File: src/rtl/square_channel.sv
// square_channel: duty-cycle square-wave tone channel with length counter and volume envelope.
module square_channel #(
  parameter int PERIOD_W = 11,
  parameter int LEN_W    = 6
) (
  input  logic                clk,
  input  logic                reset,
  input  logic                trigger,
  input  logic [PERIOD_W-1:0] period,
  input  logic [1:0]          duty,
  input  logic [LEN_W-1:0]    length_load,
  input  logic                length_en,
  input  logic [3:0]          vol_init,
  input  logic                env_dir,
  input  logic [2:0]          env_pace,
  input  logic                frame_tick,
  input  logic                env_tick,
  output logic [7:0]          chl_out,
  output logic                active
);
  logic                r_active;
  logic [PERIOD_W-1:0] r_timer;
  logic [2:0]          r_step;
  logic [LEN_W:0]      r_len;
  logic [3:0]          r_vol;
  logic [2:0]          r_env_cnt;
  logic [7:0]          r_out;
  logic                w_high;
  logic [3:0]          w_vol_next;
  logic [LEN_W:0]      w_len_load;
  logic [LEN_W:0]      w_len_one;
  always_comb begin
    w_high = duty == 2'b00 ? r_step == 3'd7 :
             duty == 2'b01 ? r_step[2:1] == 2'b11 :
             duty == 2'b10 ? r_step[2] : r_step < 3'd6;
    w_vol_next = env_dir ? (r_vol == 4'd15 ? r_vol : r_vol + 4'd1)
                         : (r_vol == 4'd0 ? r_vol : r_vol - 4'd1);
    w_len_one  = {{LEN_W{1'b0}}, 1'b1};
    w_len_load = {1'b1, {LEN_W{1'b0}}} - {1'b0, length_load};
  end
  always_ff @(posedge clk) begin
    if (reset) begin
      r_active  <= 1'b0;
      r_timer   <= '0;
      r_step    <= '0;
      r_len     <= '0;
      r_vol     <= '0;
      r_env_cnt <= '0;
      r_out     <= 8'h00;
    end else begin
      r_out <= (r_active && w_high) ? {r_vol, r_vol} : 8'h00;
      if (trigger) begin
        r_timer   <= period;
        r_step    <= '0;
        r_len     <= w_len_load;
        r_vol     <= vol_init;
        r_env_cnt <= env_pace;
        r_active  <= (vol_init != 4'd0) || env_dir;
      end else if (r_active) begin
        if (r_timer == '0) begin
          r_timer <= period;
          r_step  <= r_step + 3'd1;
        end else begin
          r_timer <= r_timer - PERIOD_W'(1);
        end
        if (frame_tick && length_en) begin
          r_len <= r_len - w_len_one;
          if (r_len == w_len_one) r_active <= 1'b0;
        end
        // A counter left at 0 by a pace-0 trigger wraps through 7 until its next reload.
        if (env_tick && env_pace != 3'd0) begin
          if (r_env_cnt == 3'd1) begin
            r_env_cnt <= env_pace;
            r_vol     <= w_vol_next;
          end else begin
            r_env_cnt <= r_env_cnt - 3'd1;
          end
        end
      end
    end
  end
  assign chl_out = r_out;
  assign active  = r_active;
endmodule
File: config.mk
export PLATFORM = sky130hd
export DESIGN_NAME = square_channel
export DESIGN_NICKNAME = d
export VERILOG_FILES = /design/src/rtl/square_channel.sv
export SDC_FILE = /design/constraint.sdc
export NUM_CORES = 1
export LEC_CHECK = 0
export ABC_AREA = 1
export CAP_MARGIN = 20
export CORE_AREA = 2 2 65 67
export DETAILED_ROUTE_END_ITERATION = 10
export DIE_AREA = 0 0 67 69
export DONT_BUFFER_PORTS = 1
export GPL_ROUTABILITY_DRIVEN = 0
export PLACE_DENSITY = 0.87
export SETUP_SLACK_MARGIN = 0.1
export SLEW_MARGIN = 20
export SYNTH_ARGS = -nofsm -noshare
export SYNTH_HDL_FRONTEND = slang
export SYNTH_SLANG_ARGS = --single-unit
File: constraint.sdc
create_clock -name clk -period 3.51 [get_ports clk]
set_clock_uncertainty 0.2 [all_clocks]
set_input_delay 0.5265 -clock clk [delete_from_list [all_inputs] [get_ports clk]]
set_output_delay 0.5265 -clock clk [all_outputs]
set_load 0.02 [all_outputs]
* After elaboration in Yosys (flattened, before gate mapping)
Index checks and enable logic that the tools add are counted.
Cells by class: reduce and logical (&&, ||, !) cells 19, eq/ne operators 9, bitwise gates (word level) 1, add/subtract/negate cells 7, magnitude comparators 1, mux-type cells 24
Operators by type and width (count):
- two-way mux 11 bit | 3
- two-way mux 4 bit | 7
- two-way mux 7 bit | 3
- two-way mux 3 bit | 4
- logical NOT 11 bit | 1
- subtractor 11 x 1 -> 11 bit (second input constant) | 1
- nonzero test 2 bit | 4
- equality test 7 x 1 -> 1 bit (second input constant) | 1
- two-way mux 1 bit | 7
- subtractor 7 x 1 -> 7 bit (second input constant) | 1
- subtractor 7 x 6 -> 7 bit (first input constant) | 1
- != test 3 bit (second input constant) | 2
- AND reduction 2 bit | 3
- AND reduction 5 bit | 1
- adder 4 x 1 -> 4 bit (second input constant) | 1
- equality test 2 bit (second input constant) | 2
- equality test 4 bit (second input constant) | 1
- logical NOT 4 bit | 1
- nonzero test 4 bit | 1
- OR reduction 2 bit | 2
- subtractor 4 x 1 -> 4 bit (second input constant) | 1
- adder 3 x 1 -> 3 bit (second input constant) | 1
- equality test 3 x 1 -> 1 bit (second input constant) | 1
- equality test 3 bit (second input constant) | 1
- other kinds (8) | 10
Word-level totals: output and inout bits 9, flip-flop bits (word level) 37, bits of input ports 33

* Longest topological paths before layout
Gate-level depths: netlist of the first run.
depth after elaboration 7, depth in mapped cells 10, gate-level depth less buffers 10

* Worst setup path after synthesis of the first run
No wires, ideal clock.
path kind input to register, start input port env_dir, end register r_vol[3], path slack 1.777 ns, required time 3.190 ns, stages on the path 7, arrival 1.413 ns, setup time 0.120 ns, cells stage by stage inv_1 ha_1 a21oi_1 nand2_1 xor2_1 nor2_1 nor3_1
Between the ends: cells in the longest elaborated chain, start to end 5, elaborated cells between the ends (all ways) 8
Ends and longest elaborated chain:
- start, declared | line 14 | input logic env_dir,
- two-way mux 4 bit | line 36 | w_vol_next = env_dir ? (r_vol == 4'd15 ? r_vol : r_vol + 4'd1)
- two-way mux 4 bit | line 72 | if (r_env_cnt == 3'd1) begin
- two-way mux 4 bit | line 71 | if (env_tick && env_pace != 3'd0) begin
- two-way mux 4 bit | line 59 | end else if (r_active) begin
- two-way mux 4 bit | line 52 | if (trigger) begin
- end signal, assigned | line 56 | r_vol <= vol_init;
- end signal, assigned | line 74 | r_vol <= w_vol_next;
- end, declared | line 25 | logic [3:0] r_vol;
Several ways; a longest one is shown, not always the timed one. The select of a mux whose other input is x is not followed. A chain may end at the register's enable or synchronous reset.

* Final worst setup path of the first run
start register r_env_cnt[1], end register r_vol[2]
Between the ends: cells in the longest elaborated chain, start to end 3
Ends and longest elaborated chain:
- start, declared | line 26 | logic [2:0] r_env_cnt;
- start signal, assigned | line 57 | r_env_cnt <= env_pace;
- start signal, assigned | line 73 | r_env_cnt <= env_pace;
- start signal, assigned | line 76 | r_env_cnt <= r_env_cnt - 3'd1;
- equality test 3 x 1 -> 1 bit | line 72
- nonzero test 2 bit (no source line)
- AND reduction 5 bit (no source line)
No other way between the ends.

==> results of run 1 <==
[cell type report]
type | count | area [sq um] | area share (%)
inverters | 55 | 209 | 8.85
flip-flops and latches | 33 | 661 | 28.0
multi-input cells | 247 | 1340 | 56.5
repair buffers | 1 | 7.51 | 0.318
well taps | 50 | 62.6 | 2.65
clock buffers | 7 | 86.3 | 3.66
[power groups by stage]
stage | Sequential (uW) | Clock [uW] | Combinational [uW]
after global routing | 444 | 315 | 316
after CTS | 439 | 298 | 273
after floorplan | 440 | 0 | 242
after detailed placement | 447 | 0 | 271
final | 440 | 285 | 274
after global placement | 446 | 0 | 262
[worst max-delay path, delay by kind of cell, from the launching register on]
kind | cells | cell delay [ns]
flip-flops | 1 | 0.30
buffers and inverters | 2 | 0.15
AO/OA/AOI/OAI | 1 | 0.17
AND/OR/NAND/NOR | 5 | 0.72
adder cells (fa/ha/maj) | 1 | 0.15
[sequential cells by signal, indices dropped and copies added (netlist names)]
name and flops:
r_timer 11, r_len 7, chl_out 4, r_vol 4, r_env_cnt 3, r_step 3, active 1
[per-stage QoR]
stage	total power, uW	area [sq um]
after detailed placement	719	2270
after CTS	1010	2360
final	999	2360
after global routing	1080	2360
after floorplan	681	2300
after global placement	709	2270
[cells in the final DEF, fill, tap and decap left out]
cell / count
a211oi_1: 1
a21oi_1: 24
a21oi_2: 5
a31oi_1: 4
a41oi_1: 1
buf_4: 1
clkbuf_1: 1
clkbuf_8: 6
dfxtp_1: 33
fa_1: 1
ha_1: 11
inv_1: 51
inv_2: 3
inv_4: 1
nand2_1: 64
nand2_2: 10
nand2_4: 1
nand2_8: 1
nand3_1: 23
nand3b_1: 3
nand4_1: 4
nor2_1: 37
nor2_2: 4
nor2_4: 1
nor3_1: 5
o21ai_0: 34
o21ai_1: 1
o21ai_2: 2
o21bai_1: 2
or2_2: 1
xnor2_1: 2
xor2_1: 5
[kinds of logic after synthesis]
family | after synthesis | share of synthesized area [%]
flip-flops | 33 | 28.7
adder cells (fa/ha/maj) | 12 | 6.85
buffers and inverters | 67 | 13.3
AND/OR/NAND/NOR | 154 | 30.6
XOR/XNOR | 7 | 2.66
AO/OA/AOI/OAI | 74 | 17.9
[path summary, 6_finish.rpt]
path,startpoint,end,depth (start not counted)
worst max register to register,r_env_cnt[1]$_SDFFE_PP0P_,r_vol[2]$_SDFFE_PP0P_,9
worst max-delay path,r_env_cnt[1]$_SDFFE_PP0P_,r_vol[2]$_SDFFE_PP0P_,9
worst min-delay path,reset,r_timer[7]$_SDFFE_PP0P_,1
worst min register to register,r_step[0]$_SDFFE_PP0P_,r_step[0]$_SDFFE_PP0P_,2
[routing by layer]
metal	vias to the layer above	GRT usage, %
li1	1100	-
met1	946	26.8
met2	61	37.2
met3	6	6.53
met4	0	5.22
met5	-	0
==> results.tsv, run 1 <==
metric	value	unit
synthTopCellsByArea	dfxtp_1 29%, nand2_1 10%, inv_1 8.3%	
nets	388	
diodes	0	
p_leak	0.00112	uW
worstMarginPinSlew	0.436	ns
clock-sinks	33	
grt_overflow	0	
grt_pass1_vias	1959	
yosysTopAreaCellShare	28.7	%
cp-start-kind	flip-flop	
critPathMaxFanout	6	
rows	23	
combPwrFrac	27.4	%
slowest_delay	0.34	ns
syn_to_final_growth	2.61	%
switching_share	33.4	%
outcome	finished, final reports clean	
firstDrtPassIters	5	
setup_ws	1.73	ns
highest_layer	met4	
synth_seq_cells	33	
dr_wl_met2	2240	um
post-route-min-period	1.78	ns
drv_slew	0	
grt_max_degree	21	
synth_area_leader_cell	dfxtp_1	
timing.hold.ws	0.0907	ns
relSlewSlack	70.9	%
syn-num-nets	392	
die_w	67	um
fin_util	60.3	%
cts_tree	built	
wl_met1	2020	um
die_h	69	um
ios	42	
critical_path_class	reg2reg	
syn_inst	347	
fin_cells	393	
switching_power	333	uW
fmax	561	MHz
pre_cts_slack	1.68	ns
coreArea	3910	sq um
synth_commonest_cells	64 x nand2_1, 51 x inv_1, 37 x nor2_1	
h-tree-depth	2	
wirelength	4610	um
cpMostUsedCell	nor2_1	
mappedNetlistArea	2300	sq um
cts_made_buffers	5	
wl_per_cell	11.7	um
maxCapViolCount	0	
route.met3.wl	310	um
share_seq_of_total_power	44.0	%
synthArstFlopShare	0	%
p_clk_share	28.5	%
clock_latency	0.29	ns
layout-drive-gt1-share	10.5	%
initialDrtViolationCount	178	
crit_chain	inv_1 -> ha_1 -> inv_1 -> nor2_1 -> nand4_1 -> nor2_1 -> nand2_1 -> o21ai_0 -> nor2_1	
die_area	4620	sq um
syn_area_per_cell	6.63	sq um
drt-vias-per-instance	5.38	
ant_nets	0	
fill_cells	365	
critPathRequiredTime	3.49	ns
synth-edff-count	0	
ir_drop	0.301	mV
cts_hold_buf	0	
hpwl	3460	um
drc	0	
post-cts-setup-buffers	0	
grt_pass1_wl	8090	um
yosysSeqAreaShare	28.7	%
yosys.cell_count.top_type	nand2_1	
worstSetupEndpointType	flip-flop	
reg2reg_slack	1.73	ns
power_density	423	nW/um^2
post-place-cells	386	
synth_ff_type	dfxtp_1	
cpMaxStageDelayCell	nor2_1	
cts_buffer_depth	2	
tns	0	ns
rsz0062_at_grt	no	
ys_warn_count	0	
ys_types	34	
cts.root.buffer_cell	clkbuf_8	
ctsResizeCount	0	
numPortBuffers	0	
grt_usage	21.9	%
internal_power	666	uW
initial_core_util	58.8	%
finalHoldViolCount	0	
hold_class	in2reg	
period_share	50.7	%
cts.clk_slew.worst_paths	0.06	ns
setup_viol	0	
via_count	2113	
arrival	1.76	ns
antenna_found_initial	0	
Note: power is estimated with default switching activity, not from simulation.
==> run 2: changes to the inputs <==
--- a/config.mk
+++ b/config.mk
@@ -7,12 +7,12 @@
 export LEC_CHECK = 0
 export ABC_AREA = 1
 export CAP_MARGIN = 20
-export CORE_AREA = 2 2 65 67
+export CORE_AREA = 2 2 67 69
 export DETAILED_ROUTE_END_ITERATION = 10
-export DIE_AREA = 0 0 67 69
+export DIE_AREA = 0 0 69 71
 export DONT_BUFFER_PORTS = 1
 export GPL_ROUTABILITY_DRIVEN = 0
-export PLACE_DENSITY = 0.87
+export PLACE_DENSITY = 0.85
 export SETUP_SLACK_MARGIN = 0.1
 export SLEW_MARGIN = 20
 export SYNTH_ARGS = -nofsm -noshare
==> constraint.sdc (replaced) <==
create_clock -name clk -period 1.51 [get_ports clk]
set_clock_uncertainty 0.2 [all_clocks]
set_input_delay 0.2265 -clock clk [delete_from_list [all_inputs] [get_ports clk]]
set_output_delay 0.2265 -clock clk [all_outputs]
set_load 0.02 [all_outputs]
==> run 2 against run 1 <==
Against the previous run:
- the flow now finishes with violations (negative hold slack, negative setup slack)
- setup slack got worse by 1.8 ns
- die area is 6.0% higher
- clock power is 130% higher
- largest cell class unchanged
- global-route usage rose by 2.5 points
- maximum frequency grew 15%
==> results.tsv, run 2 (synthesized netlist as in run 1, its figures left out) <==
metric	value	unit
cp-start-kind	flip-flop	
drv_slew	0	
initial_core_util	54.7	%
h-tree-depth	2	
arrival	1.52	ns
period_share	103	%
reg_top3	r_timer x11, r_len x7	
initialDrtViolationCount	176	
ios	42	
min_path_cells	1	
cts_made_buffers	5	
rows	24	
outcome	finished with violations	
stdcell_area	2920	sq um
fill_cells	330	
grt_overflow	0	
diodes	0	
worstSetupEndpointType	flip-flop	
clock-sinks	33	
tns	-0.118	ns
cts_buffer_depth	2	
die_area	4900	sq um
hpwl	3730	um
mostFrequentLayoutCell	nand2_1	
via_count	2335	
grt_pass1_vias	2289	
post-route-min-period	1.55	ns
rsz0062_at_grt	yes	
critical_path_class	reg2reg	
antenna_found_initial	0	
max_flop_register	r_timer	
layout-drive-gt1-share	34.7	%
wirelength	6010	um
maxCapViolCount	0	
cts_tree	built	
nets	422	
relSlewSlack	74.0	%
cpMostUsedCell	nand2_4	
violations	negative hold slack, negative setup slack	
firstDrtPassIters	6	
cpMaxStageDelayCell	dfxtp_2	
slowest_delay	0.36	ns
critPathRequiredTime	1.48	ns
setup_ws	-0.0400	ns
wl_met1	2290	um
grt_max_degree	16	
die_h	71	um
route.met3.wl	390	um
cts.root.buffer_cell	clkbuf_8	
setup_viol	7	
hold_class	in2reg	
reg2reg_slack	-0.04	ns
fmax	645	MHz
drt-vias-per-instance	5.43	
numPortBuffers	0	
finalHoldViolCount	18	
reg2reg_depth	9	
largest_reg_flops	11	
cts.clk_slew.worst_paths	0.07	ns
clock_latency	0.29	ns
cp_num_cells	9	
placed_area	2480	sq um
path_buf_inv	2	
die_w	69	um
final_cell_mix	54 x nand2_1, 44 x inv_1, 26 x nor2_1	
timing.hold.ws	-0.210	ns
syn_to_final_growth	27.0	%
cts_hold_buf	6	
crit_chain	inv_2 -> ha_4 -> nand2_4 -> nor2_4 -> nand2_4 -> nand2_8 -> buf_6 -> o21ai_4 -> a21oi_2	
ir_drop	0.495	mV
grt_usage	24.5	%
p_leak	0.00133	uW
critPathTopFamily	flip-flops	
dr_wl_met2	3140	um
highest_layer	met4	
power_density	911	nW/um^2
wl_per_cell	14.0	um
ant_nets	0	
critPathMaxFanout	8	
worstMarginPinSlew	0.389	ns
drc	0	
grt_pass1_wl	9790	um
coreArea	4200	sq um
## run 2: changes by cell type in the layout (fill, tap and decap cells not counted), sizes merged
cell         delta
clkinv          +2
nand2           +1
clkbuf          -1
dlygate4sd3     +6
inv             -1
buf            +27
clkinvlp        +1
## run 2: per-stage QoR
stage	hold WS (ns)	worst slack (ns)	util, %	std cells	power (uW)
final	-0.210	-0.0400	69.5	430	2660
after global routing	-0.226	-0.134	69.5	430	2840
after CTS	-0.222	-0.00193	66.1	428	2550
after detailed placement	0.0865	-0.0673	59.0	409	1780
after global placement	0.0854	-0.00808	59.0	409	1750
after floorplan	0.170	0.0604	-	347	1610
## run 2: timing repair
item	CTS	global route
endpoints found under the hold margin	26	17
pin swaps	16	24
buffers inserted	4	2
cloned	1	0
setup endpoints to repair	27	28
resized for setup	43	45
## run 2: per-layer routing
| layer | track usage, % | vias up |
|---|---|---|
| met5 | 0 | - |
| met2 | 44.7 | 90 |
| met3 | 5.41 | 23 |
| met1 | 27.1 | 1049 |
| li1 | - | 1173 |
| met4 | 11.3 | 0 |
## run 2: power breakdown
group          leakage (uW)  total, uW  switching [uW]  internal (uW)
registers          0.000278       1040            87.0            954
logic               0.00101        975             553            422
clock network     0.0000450        648             329            319
## run 2: final timing paths
kind / from / endpoint
worst max register to register: r_timer[1]$_SDFFE_PP0P_ / r_timer[2]$_SDFFE_PP0P_
worst max-delay path: r_timer[1]$_SDFFE_PP0P_ / r_timer[2]$_SDFFE_PP0P_
worst min register to register: r_step[0]$_SDFFE_PP0P_ / r_step[0]$_SDFFE_PP0P_
worst min-delay path: reset / r_timer[7]$_SDFFE_PP0P_
## run 2: area by class of cell
| type | instances | area [sq um] | area share [%] |
|---|---|---|---|
| multi-input combinational | 248 | 1580 | 53.9 |
| clock inverter | 2 | 10.0 | 0.342 |
| sequential | 33 | 687 | 23.5 |
| clock buffer | 6 | 72.6 | 2.48 |
| tap | 52 | 65.1 | 2.23 |
| inverter | 55 | 223 | 7.62 |
| timing repair buffer | 34 | 289 | 9.89 |
==> run 3: changes to the inputs <==
--- a/config.mk
+++ b/config.mk
@@ -6,13 +6,15 @@
 export NUM_CORES = 1
 export LEC_CHECK = 0
 export ABC_AREA = 1
+export BUFFER_PORTS_ARGS = -buffer_cell sky130_fd_sc_hd__buf_2
 export CAP_MARGIN = 20
-export CORE_AREA = 2 2 67 69
+export CORE_AREA = 2 2 71 73
+export CTS_CLUSTER_DIAMETER = 50
 export DETAILED_ROUTE_END_ITERATION = 10
-export DIE_AREA = 0 0 69 71
-export DONT_BUFFER_PORTS = 1
+export DIE_AREA = 0 0 73 75
 export GPL_ROUTABILITY_DRIVEN = 0
-export PLACE_DENSITY = 0.85
+export PLACE_DENSITY = 0.86
+export REMOVE_ABC_BUFFERS = 1
 export SETUP_SLACK_MARGIN = 0.1
 export SLEW_MARGIN = 20
 export SYNTH_ARGS = -nofsm -noshare
==> run 3 against run 2 <==
Against the previous run:
- register-to-register slack lost 0.07 ns
- hold slack gained 0.26 ns
- critical path depth grew 1
- wire length grew 16%
- non-clock buffer count grew 45
- largest cell class unchanged
- sequential share of layout area shrank 2.4 points
- combinational power grew 17%
- first-iteration DRC count shrank 5.1%
- the flow finishes with violations (negative setup slack)
- via count grew 11%
- clock power grew 37%
- setup slack lost 0.070 ns
- clock-buffer cell count grew 1
==> results.tsv, run 3 (synthesized netlist as in run 1, its figures left out) <==
metric	value	unit
critPathRequiredTime	1.54	ns
cts_made_buffers	5	
setup_ws	-0.110	ns
cpMostUsedCell	nand2_4	
path_buf_inv	2	
finalHoldViolCount	0	
initialDrtViolationCount	167	
grt_max_degree	16	
h-tree-depth	2	
tns	-0.788	ns
reg2reg_depth	10	
clock_latency	0.30	ns
reg_top3	r_timer x11, r_len x7	
ir_drop	0.690	mV
violations	negative setup slack	
drv_slew	0	
wirelength	6960	um
p_clk_share	28.9	%
fmax	617	MHz
cp_num_cells	10	
relSlewSlack	73.1	%
rows	25	
grt_pass1_wl	10500	um
coreArea	4660	sq um
hpwl	4140	um
die_w	73	um
diodes	0	
p_leak	0.00157	uW
cts.root.buffer_cell	clkbuf_8	
fin_util	69.6	%
layout-drive-gt1-share	44.0	%
cts_tree	built	
worstSetupEndpointType	flip-flop	
drt-vias-per-instance	5.45	
setup_viol	15	
numPortBuffers	41	
critPathTopFamily	simple AND/OR/NAND/NOR gates	
via_count	2598	
initial_core_util	49.4	%
max_flop_register	r_timer	
nets	467	
final_cell_mix	54 x nand2_1, 44 x inv_1, 41 x buf_2	
drc	0	
mostFrequentLayoutCell	nand2_1	
largest_reg_flops	11	
combPwrFrac	37.2	%
switching_power	1080	uW
slowest_delay	0.38	ns
maxCapViolCount	0	
cpMaxStageDelayCell	dfxtp_4	
wl_per_cell	14.6	um
outcome	finished with violations	
share_seq_of_total_power	33.9	%
arrival	1.65	ns
cp-start-kind	flip-flop	
ios	42	
post-place-cells	459	
min_path_cells	5	
firstDrtPassIters	4	
rsz0062_at_grt	yes	
grt_overflow	0	
power_density	946	nW/um^2
ant_nets	0	
worstMarginPinSlew	0.402	ns
hold_class	in2reg	
die_area	5480	sq um
critical_path_class	reg2reg	
post-route-min-period	1.62	ns
grt_pass1_vias	2468	
fin_cells	477	
switching_share	35.1	%
internal_power	1990	uW
grt_usage	25.1	%
crit_chain	inv_6 -> ha_4 -> nand2_4 -> nor2_4 -> nand2_4 -> nand2_8 -> buf_4 -> nand2_2 -> nand3_1 -> a21oi_1	
critPathMaxFanout	8	
cts.clk_slew.worst_paths	0.07	ns
die_h	75	um
period_share	107	%
cts_buffer_depth	2	
clock-sinks	33	
antenna_found_initial	0	
syn_to_final_growth	41.1	%
[run 3: changes by cell type in the layout (fill, tap and decap cells not counted), moves of 3 or more]
cell,before,now
buf_2,0,41
buf_4,23,30
dlygate4sd3_1,6,1
ha_4,4,7
[run 3: power by group through the flow]
stage / Sequential, uW / Clock (uW) / Combinational (uW)
finish: 1040 / 888 / 1140
global route: 1050 / 951 / 1230
CTS: 1020 / 887 / 987
detailed placement: 1030 / 0 / 828
global placement: 1020 / 0 / 789
floorplan: 1020 / 0 / 527
[run 3: layout make-up]
cell class | count | area (sq um)
inverters | 55 | 224
clock buffers | 7 | 86.3
clock inverters | 1 | 30.0
flip-flops and latches | 33 | 684
well taps | 54 | 67.6
repair buffers | 79 | 519
multi-input cells | 248 | 1630
fillers | 339 | 1420
[run 3: metrics by stage]
stage               setup slack, ns  hold slack [ns]  cell area [sq um]  total power (uW)
global route                 -0.162           0.0410               3250              3230
detailed placement           -0.143            0.259               2700              1850
global placement            -0.0755            0.250               2700              1810
finish                       -0.110           0.0480               3250              3070
CTS                         -0.0351           0.0200               3050              2900
floorplan                    -0.190           0.0889               2200              1550
[run 3: worst reg2reg max path, stage by stage (launching register included)]
cell     delay (ns)
dfxtp_4        0.38
inv_6          0.05
ha_4           0.16
nand2_4        0.06
nor2_4         0.04
nand2_4        0.12
nand2_8        0.12
buf_4          0.18
nand2_2        0.04
nand3_1        0.08
a21oi_1        0.13
[run 3: what timing repair did]
action	CTS	global route
setup endpoints to repair	28	30
pin swaps	24	21
resized for setup	64	52
hold buffers	1	0
setup buffers	4	4
hold endpoints to repair	1	0
cloned	1	0
[run 3: path summary, 6_finish.rpt]
kind	from	end	slack, ns
setup / recovery	r_timer[1]$_SDFFE_PP0P_	r_timer[6]$_SDFFE_PP0P_	-0.11
hold / removal	period[0]	r_timer[0]$_SDFFE_PP0P_	0.05
setup reg to reg	r_timer[1]$_SDFFE_PP0P_	r_timer[6]$_SDFFE_PP0P_	-0.11
hold reg to reg	r_vol[3]$_SDFFE_PP0P_	chl_out[3]$_SDFF_PP0_	0.30
[run 3: routing by layer]
| layer | up-vias | global-route usage [%] | part of all wire, % |
|---|---|---|---|
| met5 | - | 0 | 0 |
| met4 | 0 | 14.2 | 3.2 |
| met3 | 22 | 7.63 | 5.9 |
| met2 | 106 | 44.6 | 53 |
| met1 | 1197 | 26.5 | 38 |
| li1 | 1273 | - | - |
